**config.mk**
```make
export PLATFORM = sky130hd
export DESIGN_NAME = onehot_phase_monitor
export DESIGN_NICKNAME = d
export VERILOG_FILES = /design/src/rtl/onehot_phase_monitor.sv
export SDC_FILE = /design/constraint.sdc
export NUM_CORES = 1
export LEC_CHECK = 0
export BUFFER_PORTS_ARGS = -buffer_cell sky130_fd_sc_hd__buf_4
export CAP_MARGIN = 0
export CELL_PAD_IN_SITES_DETAIL_PLACEMENT = 1
export CELL_PAD_IN_SITES_GLOBAL_PLACEMENT = 2
export CORE_MARGIN = 2
export CORE_UTILIZATION = 35
export CTS_CLUSTER_SIZE = 25
export DETAILED_ROUTE_END_ITERATION = 7
export PLACE_DENSITY = 0.82
export SETUP_SLACK_MARGIN = 0.2
export SYNTH_ARGS = -nofsm -noshare
export SYNTH_HDL_FRONTEND = slang
export SYNTH_SLANG_ARGS = --single-unit
export TNS_END_PERCENT = 5
```
**constraint.sdc**
```tcl
create_clock -name clock -period 3.1 [get_ports clock]
set_clock_uncertainty 0.1 [all_clocks]
set_input_delay 0.155 -clock clock [delete_from_list [all_inputs] [get_ports clock]]
set_output_delay 0.155 -clock clock [all_outputs]
set_load 0.02 [all_outputs]
```
**src/rtl/onehot_phase_monitor.sv**
```systemverilog
// ---------------------------------------------------------------------------
// onehot_phase_monitor
//
// Watches the state of a one-hot rotating phase counter. It checks that the
// state is legal and that each change is a legal advance. It also reports the
// tracked phase as a binary index, counts completed rotations and keeps
// sticky fault flags. Downstream logic uses index/valid and never the raw
// one-hot bits.
//
// Parameters:
//   N  - one-hot phase width (N >= 2)
//   CW - rotation counter width
//
// Ports:
//   clock       in   sole clock, rising edge
//   reset       in   asynchronous, active-low reset
//   phase       in   [N]   one-hot counter state, legal advance bit k -> k+1 mod N
//   clear_err   in   synchronous clear of the fault flags (level-sampled)
//   valid       out  high while tracking a legal phase
//   index       out  [clog2(N)] binary number of the tracked phase bit
//   step        out  one-cycle pulse per legal advance
//   rot_count   out  [CW] completed rotations, modulo 2^CW
//   rot_wrap    out  one-cycle pulse when rot_count wraps to 0
//   err_illegal out  sticky: phase was not one-hot while tracking
//   err_skip    out  sticky: phase jumped to a legal non-successor bit
// ---------------------------------------------------------------------------
module onehot_phase_monitor #(
    parameter int N  = 3,
    parameter int CW = 4
) (
    input  logic                 clock,
    input  logic                 reset,
    input  logic [N-1:0]         phase,
    input  logic                 clear_err,
    output logic                 valid,
    output logic [$clog2(N)-1:0] index,
    output logic                 step,
    output logic [CW-1:0]        rot_count,
    output logic                 rot_wrap,
    output logic                 err_illegal,
    output logic                 err_skip
);

    localparam int IW = $clog2(N);

    typedef enum logic [1:0] {
        IDLE,
        TRACK,
        FAULT
    } state_t;

    state_t         state, state_next;
    logic [N-1:0]   prev, prev_next;
    logic [IW-1:0]  index_next;
    logic           valid_next;
    logic           step_next;
    logic [CW-1:0]  rot_count_next;
    logic           rot_wrap_next;
    logic           err_illegal_next;
    logic           err_skip_next;

    logic           legal;
    logic [N-1:0]   successor;

    // Exactly one bit set; all-zero and multi-hot are both illegal.
    function automatic logic is_onehot(input logic [N-1:0] p);
        int cnt;
        cnt = 0;
        for (int i = 0; i < N; i++) begin
            cnt += int'(p[i]);
        end
        return (cnt == 1);
    endfunction

    // Position of the set bit; 0 when no bit is set (only after reset).
    function automatic logic [IW-1:0] encode(input logic [N-1:0] p);
        logic [IW-1:0] e;
        e = '0;
        for (int i = 0; i < N; i++) begin
            if (p[i]) begin
                e = IW'(i);
            end
        end
        return e;
    endfunction

    assign legal     = is_onehot(phase);
    assign successor = {prev[N-2:0], prev[N-1]};

    // NOTE: every signal gets a default before the case so no path can leave
    // one unassigned; that is what keeps this combinational block latch-free.
    always_comb begin
        state_next       = state;
        prev_next        = prev;
        step_next        = 1'b0;
        rot_wrap_next    = 1'b0;
        rot_count_next   = rot_count;
        err_illegal_next = err_illegal;
        err_skip_next    = err_skip;

        // Clearing comes first so that a flag set below in the same cycle wins.
        if (clear_err) begin
            err_illegal_next = 1'b0;
            err_skip_next    = 1'b0;
        end

        unique case (state)
            IDLE: begin
                // Illegal phases are tolerated silently here (startup).
                if (legal) begin
                    prev_next  = phase;
                    state_next = TRACK;
                end
            end

            TRACK: begin
                if (!legal) begin
                    err_illegal_next = 1'b1;
                    state_next       = FAULT;
                end else if (phase == prev) begin
                    // Holding the same phase: nothing to report.
                end else if (phase == successor) begin
                    step_next = 1'b1;
                    prev_next = phase;
                    // Moving out of the top bit completes one rotation.
                    if (prev[N-1]) begin
                        rot_count_next = rot_count + CW'(1);
                        rot_wrap_next  = &rot_count;
                    end
                end else begin
                    // Legal but out of order: flag it and resync to the new bit.
                    err_skip_next = 1'b1;
                    prev_next     = phase;
                end
            end

            FAULT: begin
                // Flags are already cleared above when clear_err is high.
                if (clear_err) begin
                    state_next = IDLE;
                end
            end

            default: begin
                state_next = IDLE;
            end
        endcase
    end

    assign valid_next = (state_next == TRACK);
    assign index_next = encode(prev_next);

    // NOTE: state is updated with non-blocking assignments so every register
    // samples the pre-edge values, independent of statement order.
    always_ff @(posedge clock or negedge reset) begin
        if (!reset) begin
            state       <= IDLE;
            prev        <= '0;
            valid       <= 1'b0;
            index       <= '0;
            step        <= 1'b0;
            rot_count   <= '0;
            rot_wrap    <= 1'b0;
            err_illegal <= 1'b0;
            err_skip    <= 1'b0;
        end else begin
            state       <= state_next;
            prev        <= prev_next;
            valid       <= valid_next;
            index       <= index_next;
            step        <= step_next;
            rot_count   <= rot_count_next;
            rot_wrap    <= rot_wrap_next;
            err_illegal <= err_illegal_next;
            err_skip    <= err_skip_next;
        end
    end

endmodule
```
After elaboration in Yosys (flattened, before gate mapping) --
Index checks and enable logic that the tools add are counted.
Word-level totals: register bits after elaboration 16, input bits 6, output and inout port bits 11, logic and storage cells 55
Cells by class: add/subtract/negate cells 3, equality and inequality tests 9, mux-type cells 27, bitwise gates (word level) 1, reductions and logical operators 5
Operators by type and width (number):
- $mux 1 | 18
- $mux 3 | 3
- $mux 2 | 4
- $reduce_and 4->1 | 2
- $eq 3x3->1 | 2
- $ne 2x2->1 const B | 3
- $pmux 2 s3 | 1
- $pmux 3 s2 | 1
- $reduce_and 5->1 | 1
- $add 4x1->4 const B | 1
- $eq 2x1->1 const B | 2
- $add 2x1->3 | 1
- $eq 3x1->1 const B | 1
- $add 1x1->2 | 1
- $eq 2x2->1 const B | 1
- $logic_not 2->1 | 1
- $reduce_bool 2->1 | 1
- $not 1->1 | 1

Longest topological paths before layout --
Gate-level depths: netlist of run 1.
depth after elaboration 7, depth in mapped cells 6, depth with buffers taken out 6

Worst setup path after synthesis of run 1 --
OpenSTA, ideal clock, no wires.
path kind input port to flip-flop, start point input phase[0], end point register rot_count[1], arrival time 1.587 ns, data required time 2.875 ns, slack 1.288 ns, stages on the path 6, buffers on the path 0, path through inv_1 > fa_1 > nand2b_1 > a311oi_2 > nand3_2 > mux2_4
On the way: cells in the longest elaborated chain, start to end 4, elaborated cells between the ends (all ways) 7, those cells by class add/sub (2); eq/ne (3); bitwise (1); reduce/logical (1)
Ends and longest elaborated chain:
- from (decl) | line 33 | input logic [N-1:0] phase,
- $add 1x1->2 | line 70 | cnt += int'(p[i]);
- $add 2x1->3 | line 70
- $eq 3x1->1 | line 72 | return (cnt == 1);
- $reduce_and 5->1 (no line) *
- to (signal assigned) | line 172 | rot_count <= rot_count_next;
- to (decl) | line 38 | output logic [CW-1:0] rot_count,
Every way passes the cells marked *; elsewhere a longest branch is shown, timed or not. A chain may end at the register's enable or synchronous reset.

Worst setup path in the final report of run 1 --
start point register prev[2], end point register rot_count[1]
On the way: cells in the longest elaborated chain, start to end 3, elaborated cells between the ends (all ways) 4, those cells by class eq/ne (2); bitwise (1); reduce/logical (1)
Ends and longest elaborated chain:
- from (decl) | line 53 | logic [N-1:0] prev, prev_next;
- from (signal assigned) | line 168 | prev <= prev_next;
- $eq 3x3->1 | line 120 | end else if (phase == prev) begin
- $not 1->1 (no line)
- $reduce_and 5->1 (no line) *
Marks and branches as above.

==> results of run 1 <==
[layout make-up]
class,count,area (sq um),share of cell area
Sequential cell,15,375,0.415
Multi-Input combinational cell,38,307,0.339
Timing Repair Buffer,18,140,0.155
Tap cell,27,33.8,0.0373
Clock buffer,4,26.3,0.0290
Inverter,6,22.5,0.0249
[how the worst max path moves through the flow]
stage	to	start	depth (start not counted)
2_1_floorplan	rot_count[1]	phase[0]	6
3_3_place_gp	rot_count[1]	phase[0]	7
3_5_place_dp	rot_count[1]	phase[0]	7
4_1_cts	rot_count[1]	prev[2]	4
5_1_grt	rot_count[1]	prev[2]	4
6_report	rot_count[1]	prev[2]	4
[power breakdown]
part	switching (W)	total [W]	internal, W
logic	0.000101	0.000193	0.0000924
clock network	0.0000597	0.000110	0.0000500
registers	0.0000453	0.000280	0.000235
total	0.000206	0.000583	0.000377
[cells by family (layout without fill, tap and decap cells)]
kind of cell / after synthesis / after routing
AND/OR/NAND/NOR: 19 / 19
flip-flops: 15 / 15
XOR/XNOR: 9 / 9
buffers and inverters: 8 / 28
AO/OA/AOI/OAI: 4 / 4
multiplexers: 4 / 4
adder cells (fa/ha/maj): 2 / 2
[flip-flops by register name, indices dropped and copies added (netlist names)]
signal / cells
err_skip: 1
rot_count: 4
index: 1
err_illegal: 1
valid: 1
step: 1
prev: 3
state: 2
rot_wrap: 1
[worst max-delay path, delay by kind of cell, from the launching register on]
kind,cells,cell delay [ps]
and+or+nand+nor,1,160
xor gates and xnor gates,1,200
AOI/OAI and AO/OA,1,420
DFF,1,510
muxes,1,320
[layout by cell type, fill, tap and decap left out]
cell type,Yosys,routed
sky130_fd_sc_hd__buf_4,2,16
sky130_fd_sc_hd__nand3_1,2,2
sky130_fd_sc_hd__dfrtp_1,15,15
sky130_fd_sc_hd__or2b_1,1,1
sky130_fd_sc_hd__nand4_1,2,2
sky130_fd_sc_hd__xor2_1,3,3
sky130_fd_sc_hd__mux2_4,1,1
sky130_fd_sc_hd__nand2_1,3,3
sky130_fd_sc_hd__fa_1,1,1
sky130_fd_sc_hd__nor3_4,1,1
sky130_fd_sc_hd__dlygate4sd3_1,0,2
sky130_fd_sc_hd__and4_1,1,1
sky130_fd_sc_hd__mux2_2,3,3
sky130_fd_sc_hd__clkbuf_1,0,1
sky130_fd_sc_hd__nor2_1,4,4
sky130_fd_sc_hd__inv_1,6,6
sky130_fd_sc_hd__ha_1,1,1
sky130_fd_sc_hd__o21ai_0,3,3
sky130_fd_sc_hd__a311oi_2,1,1
sky130_fd_sc_hd__nand2b_1,4,4
sky130_fd_sc_hd__xnor2_1,6,6
sky130_fd_sc_hd__clkbuf_4,0,3
sky130_fd_sc_hd__nand3_2,1,1
[routing by layer]
metal / GRT usage / share of wire / up-vias
li1: - / - / 238
met1: 0.140 / 0.44 / 240
met2: 0.207 / 0.50 / 11
met3: 0.0276 / 0.040 / 4
met4: 0.0857 / 0.024 / 0
met5: 0 / 0 / -
[through the flow]
| stage | cells | util | power [W] | setup slack [ps] | area, sq um |
|---|---|---|---|---|---|
| global placement | 102 | 0.442 | 0.000473 | 1080 | 858 |
| floorplan | 61 | - | 0.000419 | 1290 | 719 |
| global route | 108 | 0.466 | 0.000624 | 1180 | 905 |
| detailed placement | 102 | 0.442 | 0.000480 | 1020 | 858 |
| CTS | 108 | 0.466 | 0.000597 | 1300 | 905 |
| finish | 108 | 0.466 | 0.000583 | 1300 | 905 |
==> impl_results.md, run 1 <==
* Run status: finished clean
* Pwr per Cell Area at 644 nW/um^2
* Congestion Overflow GR at 0
* Level count of the clock H-tree at 1
* Ys Warns at 0
* Most repeated cell in the gate-level netlist after synthesis: sky130_fd_sc_hd__dfrtp_1
* Clock latency of the later-clocked register in the worst-skew pair at 270 ps
* Async S/R FF share, synth at 1.00
* Register-to-register setup slack at 1300 ps
* Setup repair after global routing missed its margin: no
* Core region area at 1940 sq um
* Avg Vias per Cell at 4.56
* Number of violations reported at the end of detailed-routing iteration 0 at 4
* Cell variety after synth at 20
* Main area contributors after synthesis: sky130_fd_sc_hd__dfrtp_1 52%, sky130_fd_sc_hd__xnor2_1 7.3%, sky130_fd_sc_hd__mux2_2 4.7%, sky130_fd_sc_hd__xor2_1 3.7%, sky130_fd_sc_hd__nand2b_1 3.5%
* Adder-cell share of the synthesized area at 0.0452
* FF-to-FF End: rot_count[1]
* Buffer depth of the longest clock path at 2
* Worst hold endpoint: prev[0]
* Number of instances in the synthesized netlist at 61
* Post-synthesis area per instance at 11.8 sq um
* Complex-gate fraction of the synthesized area at 0.0417
* Fraction of synthesized cell area taken by the top area cell type at 0.522
* Static power due to leakage at 0.439 nW
* Remaining antenna violation count after routing at 0
* Startpoint Class: flop
* Number of top-level pins at 17
* Overall die area at 2430 sq um
* Most frequent cells after synthesis: 15 x sky130_fd_sc_hd__dfrtp_1, 6 x sky130_fd_sc_hd__inv_1, 6 x sky130_fd_sc_hd__xnor2_1
* Kind of critical path: flop to flop
* Post-synthesis instance area at 719 sq um
* Post-CTS Setup Inserts at 0
* Number of nets in the layout at 90
* Number of port buffers at 16
* Number of rows in the core area at 16
* Cells on Worst Hold Path at 2
* Cell chosen for the clock root: sky130_fd_sc_hd__clkbuf_4
* Number of clock sinks seen by CTS at 15
* Tightest slew margin relative to the limit at 0.723
* Reg-to-Reg Start: prev[2]
* Peak supply drop at 0.000343 V
* Register-to-Register Path Depth at 4
* Main combinational cell family by area after synthesis: simple AND/OR/NAND/NOR gates
* Series of cell instances along the critical path: xnor2_1, a311oi_2, nand3_2, mux2_4
* Most used flip-flop cell after synthesis: sky130_fd_sc_hd__dfrtp_1
* Kind of path behind the tightest hold check: input port to flop
* Critical hold path startpoint: phase[0]
* Final weighted congestion of routability-driven global placement at 0.740
* Hold-fix buffers, CTS at 2
* Antenna fix cells at 0
* Horizontal extent of the die at 49.3 microns
* Arrival time of data at the critical path endpoint at 1880 ps
* Post-synthesis sequential element count at 15
* Simple-gate area share of the yosys netlist at 0.162
* Post-synthesis mux area share at 0.0678
* Count of fill cells added during filler insertion at 215
* Chip Height at 49.3 microns
* Ratio of final minimum period to clock period at 0.582
* Hold violation count in the final report at 0
* Largest area contributor in the netlist: sky130_fd_sc_hd__dfrtp_1
* Post-cts repair resize count at 0
* TritonCTS Buffers at 3
* Clock transition at the register clock pins on the worst setup and hold paths after CTS at 90 ps
* Total vias in the final route at 493
* Data required, critical path at 3180 ps
* Post-synthesis xor/xnor area fraction at 0.110
* Worst hold slack at 48.2 ps
* Ratio of cells with drive above 1 in the final layout at 0.321
* EDFF count, synth at 0
* Crit end category: flop
* Routed length per placed instance at 12.1 microns
* Clock tree from TritonCTS: done
* Top fanout value on the critical path at 9
* Sequential fraction of the synthesis area at 0.522
* Effective utilization at floorplan at 0.370
* Detail Placement HPWL at 996 microns
* Setup TNS Final at 0 ps
* Pin count of the biggest net entering global routing at 16
* Fmax at 555 MHz
* Max-cap viol count at 0
* Overall track demand over capacity in global routing at 0.124
* Vias in the first global route at 493
* Count of final max-slew check failures at 0
* Area overhead of the layout relative to synthesis at 25.7%
* Crit path largest cell delay at 510 ps
* Post-Synthesis Net Count at 69
* Drt first pass iters at 4
* Critical-path cell with the highest stage delay: sky130_fd_sc_hd__dfrtp_1
* Post-detailed-routing wire length at 1310 microns
* Number of antenna violations at the first check in global routing at 0
* Global-route wire length before repair at 2200 microns
* Residual DRC count at 0
* Worst Max-Slew Pin Slew at 414 ps
* Endpoints failing setup at 0
* Post-layout min period at 1800 ps
No activity file was read; power rests on OpenSTA's default activity.
==> inputs of run 2 (changes only) <==
--- a/config.mk
+++ b/config.mk
@@ -10,10 +10,10 @@
 export CELL_PAD_IN_SITES_DETAIL_PLACEMENT = 1
 export CELL_PAD_IN_SITES_GLOBAL_PLACEMENT = 2
 export CORE_MARGIN = 2
-export CORE_UTILIZATION = 35
+export CORE_UTILIZATION = 32
 export CTS_CLUSTER_SIZE = 25
 export DETAILED_ROUTE_END_ITERATION = 7
-export PLACE_DENSITY = 0.82
+export PLACE_DENSITY = 0.76
 export SETUP_SLACK_MARGIN = 0.2
 export SYNTH_ARGS = -nofsm -noshare
 export SYNTH_HDL_FRONTEND = slang
==> constraint.sdc (replaced) <==
create_clock -name clock -period 1.9 [get_ports clock]
set_clock_uncertainty 0.1 [all_clocks]
set_input_delay 0.095 -clock clock [delete_from_list [all_inputs] [get_ports clock]]
set_output_delay 0.095 -clock clock [all_outputs]
set_load 0.02 [all_outputs]
==> impl_results.md, run 2 (same netlist as run 1, synthesis figures left out) <==
* Hold violation count in the final report at 0
* Power share of the sequential group at 0.442
* Number of port buffers at 16
* FF-to-FF End: rot_count[1]
* Number of rows in the core area at 17
* Switching share of power at 0.362
* Cell internal power dissipation at 0.000644 W
* Met2 Use GR at 0.205
* Number of violations reported at the end of detailed-routing iteration 0 at 0
* Clock transition at the register clock pins on the worst setup and hold paths after CTS at 90 ps
* Global-route met3 utilization at 0.0263
* Peak supply drop at 0.000545 V
* Run status: finished clean
* Clock tree from TritonCTS: done
* Core region area at 2170 sq um
* Number of top-level pins at 17
* Post-CTS Setup Inserts at 0
* Drt first pass iters at 1
* Kind of path behind the tightest hold check: input port to flop
* TritonCTS Buffers at 3
* Global-route wire length before repair at 2380 microns
* Met1 demand-to-capacity share in global routing at 0.152
* Critical path origin: prev[0]
* Effective utilization at floorplan at 0.332
* Number of antenna violations at the first check in global routing at 0
* Vias in the first global route at 553
* Worst hold slack at 25.2 ps
* Static power due to leakage at 0.479 nW
* Ratio of cells with drive above 1 in the final layout at 0.398
* Post-detailed-routing wire length at 1390 microns
* Util after Layout at 0.455
* Cell chosen for the clock root: sky130_fd_sc_hd__clkbuf_4
* Ratio of final minimum period to clock period at 0.872
* Series of cell instances along the critical path: xnor2_1, a311oi_4, nand3_2, mux2_4
* Post-Place Worst Slack at -8.66 ps
* Pin count of the biggest net entering global routing at 16
* Overall track demand over capacity in global routing at 0.125
* Worst Max-Slew Pin Slew at 321 ps
* Most frequent cells in the layout: 22 x sky130_fd_sc_hd__buf_4, 15 x sky130_fd_sc_hd__dfrtp_1, 6 x sky130_fd_sc_hd__xnor2_1, 4 x sky130_fd_sc_hd__inv_1, 4 x sky130_fd_sc_hd__nor2_1
* Top fanout value on the critical path at 5
* Reg-to-Reg Start: prev[0]
* Part of the power in the clock network at 0.186
* Clock latency of the later-clocked register in the worst-skew pair at 290 ps
* Congestion Overflow GR at 0
* Kind of critical path: flop to flop
* Area overhead of the layout relative to synthesis at 37.2%
* Arrival time of data at the critical path endpoint at 1730 ps
* Psw at 0.000365 W
* Data required, critical path at 1980 ps
* Antenna fix cells at 0
* Most used routing layer in global routing: met2
* Horizontal extent of the die at 51.4 microns
* Chip Height at 51.4 microns
* Registers with the highest flip-flop counts: rot_count (4), prev (3), state (2)
* Final WS setup at 244 ps
* Detail Placement HPWL at 1030 microns
* Startpoint Class: flop
* Register-to-Register Path Depth at 4
* Flip-flop count of the largest register after layout at 4
* Critical hold path startpoint: phase[2]
* Setup repair after global routing missed its margin: no
* Remaining antenna violation count after routing at 0
* Endpoints failing setup at 0
* Crit path largest cell delay at 420 ps
* Max-cap viol count at 0
* Number of nets in the layout at 97
* Critical-path cell with the highest stage delay: sky130_fd_sc_hd__dfrtp_1
* Post-layout min period at 1660 ps
* Residual DRC count at 0
* Worst setup path endpoint: rot_count[1]
* Pwr per Cell Area at 1020 nW/um^2
* Final weighted congestion of routability-driven global placement at 0.753
* Register with the most flip-flops: rot_count
* Tightest slew margin relative to the limit at 0.786
* Level count of the clock H-tree at 1
* Total vias in the final route at 517
* Count of final max-slew check failures at 0
* Leading cell type in the layout, fill and taps excluded: sky130_fd_sc_hd__buf_4
* Routed length per placed instance at 12.0 microns
* Overall die area at 2640 sq um
* Buffer depth of the longest clock path at 2
* Number of clock sinks seen by CTS at 15
* Fmax at 604 MHz
* Crit end category: flop
* Register-to-register setup slack at 240 ps
* Avg Vias per Cell at 4.46
* Share of total power in combinational logic at 0.372
-- run 2: cell count changes in the layout (fill, tap and decap cells not counted), sizes merged --
cell         before  now
buf              16   22
dlygate4sd3       2    3
-- run 2: layer usage --
layer,share of wire,vias to the layer above,routed length [microns]
met5,0,-,0
met4,0.018,0,25
met3,0.042,3,59
met2,0.47,13,650
met1,0.47,249,653
li1,-,252,-
-- run 2: cell type report --
class	instances	area (sq um)
Fill cell	268	1180
Inverter	6	30.0
Timing Repair Buffer	25	195
Sequential cell	15	375
Tap cell	28	35.0
Multi-Input combinational cell	38	325
Clock buffer	4	26.3
-- run 2: through the flow --
step / instance area, sq um / setup TNS, ps / std cells / power (W)
floorplan: 746 / 0 / 61 / 0.000703
global placement: 931 / 0 / 109 / 0.000816
detailed placement: 931 / -8.66 / 109 / 0.000827
CTS: 987 / 0 / 116 / 0.00103
global route: 987 / 0 / 116 / 0.00108
finish: 987 / 0 / 116 / 0.00101
-- run 2: repair_timing --
action	in CTS	in global routing
hold endpoints to repair	19	0
hold buffers	3	0
gates resized for setup	0	0
endpoints found under the setup margin	0	0
-- run 2: how the worst min path moves through the flow --
stage               cells after the start  slack [ps]          end
finish                                  4          30     index[0]
global placement                        1        -140        valid
floorplan                               0        -300  err_illegal
global route                            4          40     index[0]
CTS                                     4          20     index[0]
detailed placement                      1        -140        valid
-- run 2: power groups by stage --
stage	sequential, W	combinational [W]	clock (W)
4_1_cts	0.000446	0.000382	0.000201
5_1_grt	0.000456	0.000406	0.000217
3_3_place_gp	0.000449	0.000367	0
6_report	0.000446	0.000375	0.000188
3_5_place_dp	0.000453	0.000375	0
2_1_floorplan	0.000474	0.000229	0
-- run 2: critical path, delay by kind of cell, from the launching register on --
kind / cells / cell delay [ps]
XOR/XNOR: 1 / 170
flip-flops: 1 / 420
multiplexers: 1 / 310
AND/OR/NAND/NOR: 1 / 150
AO/OA/AOI/OAI: 1 / 390
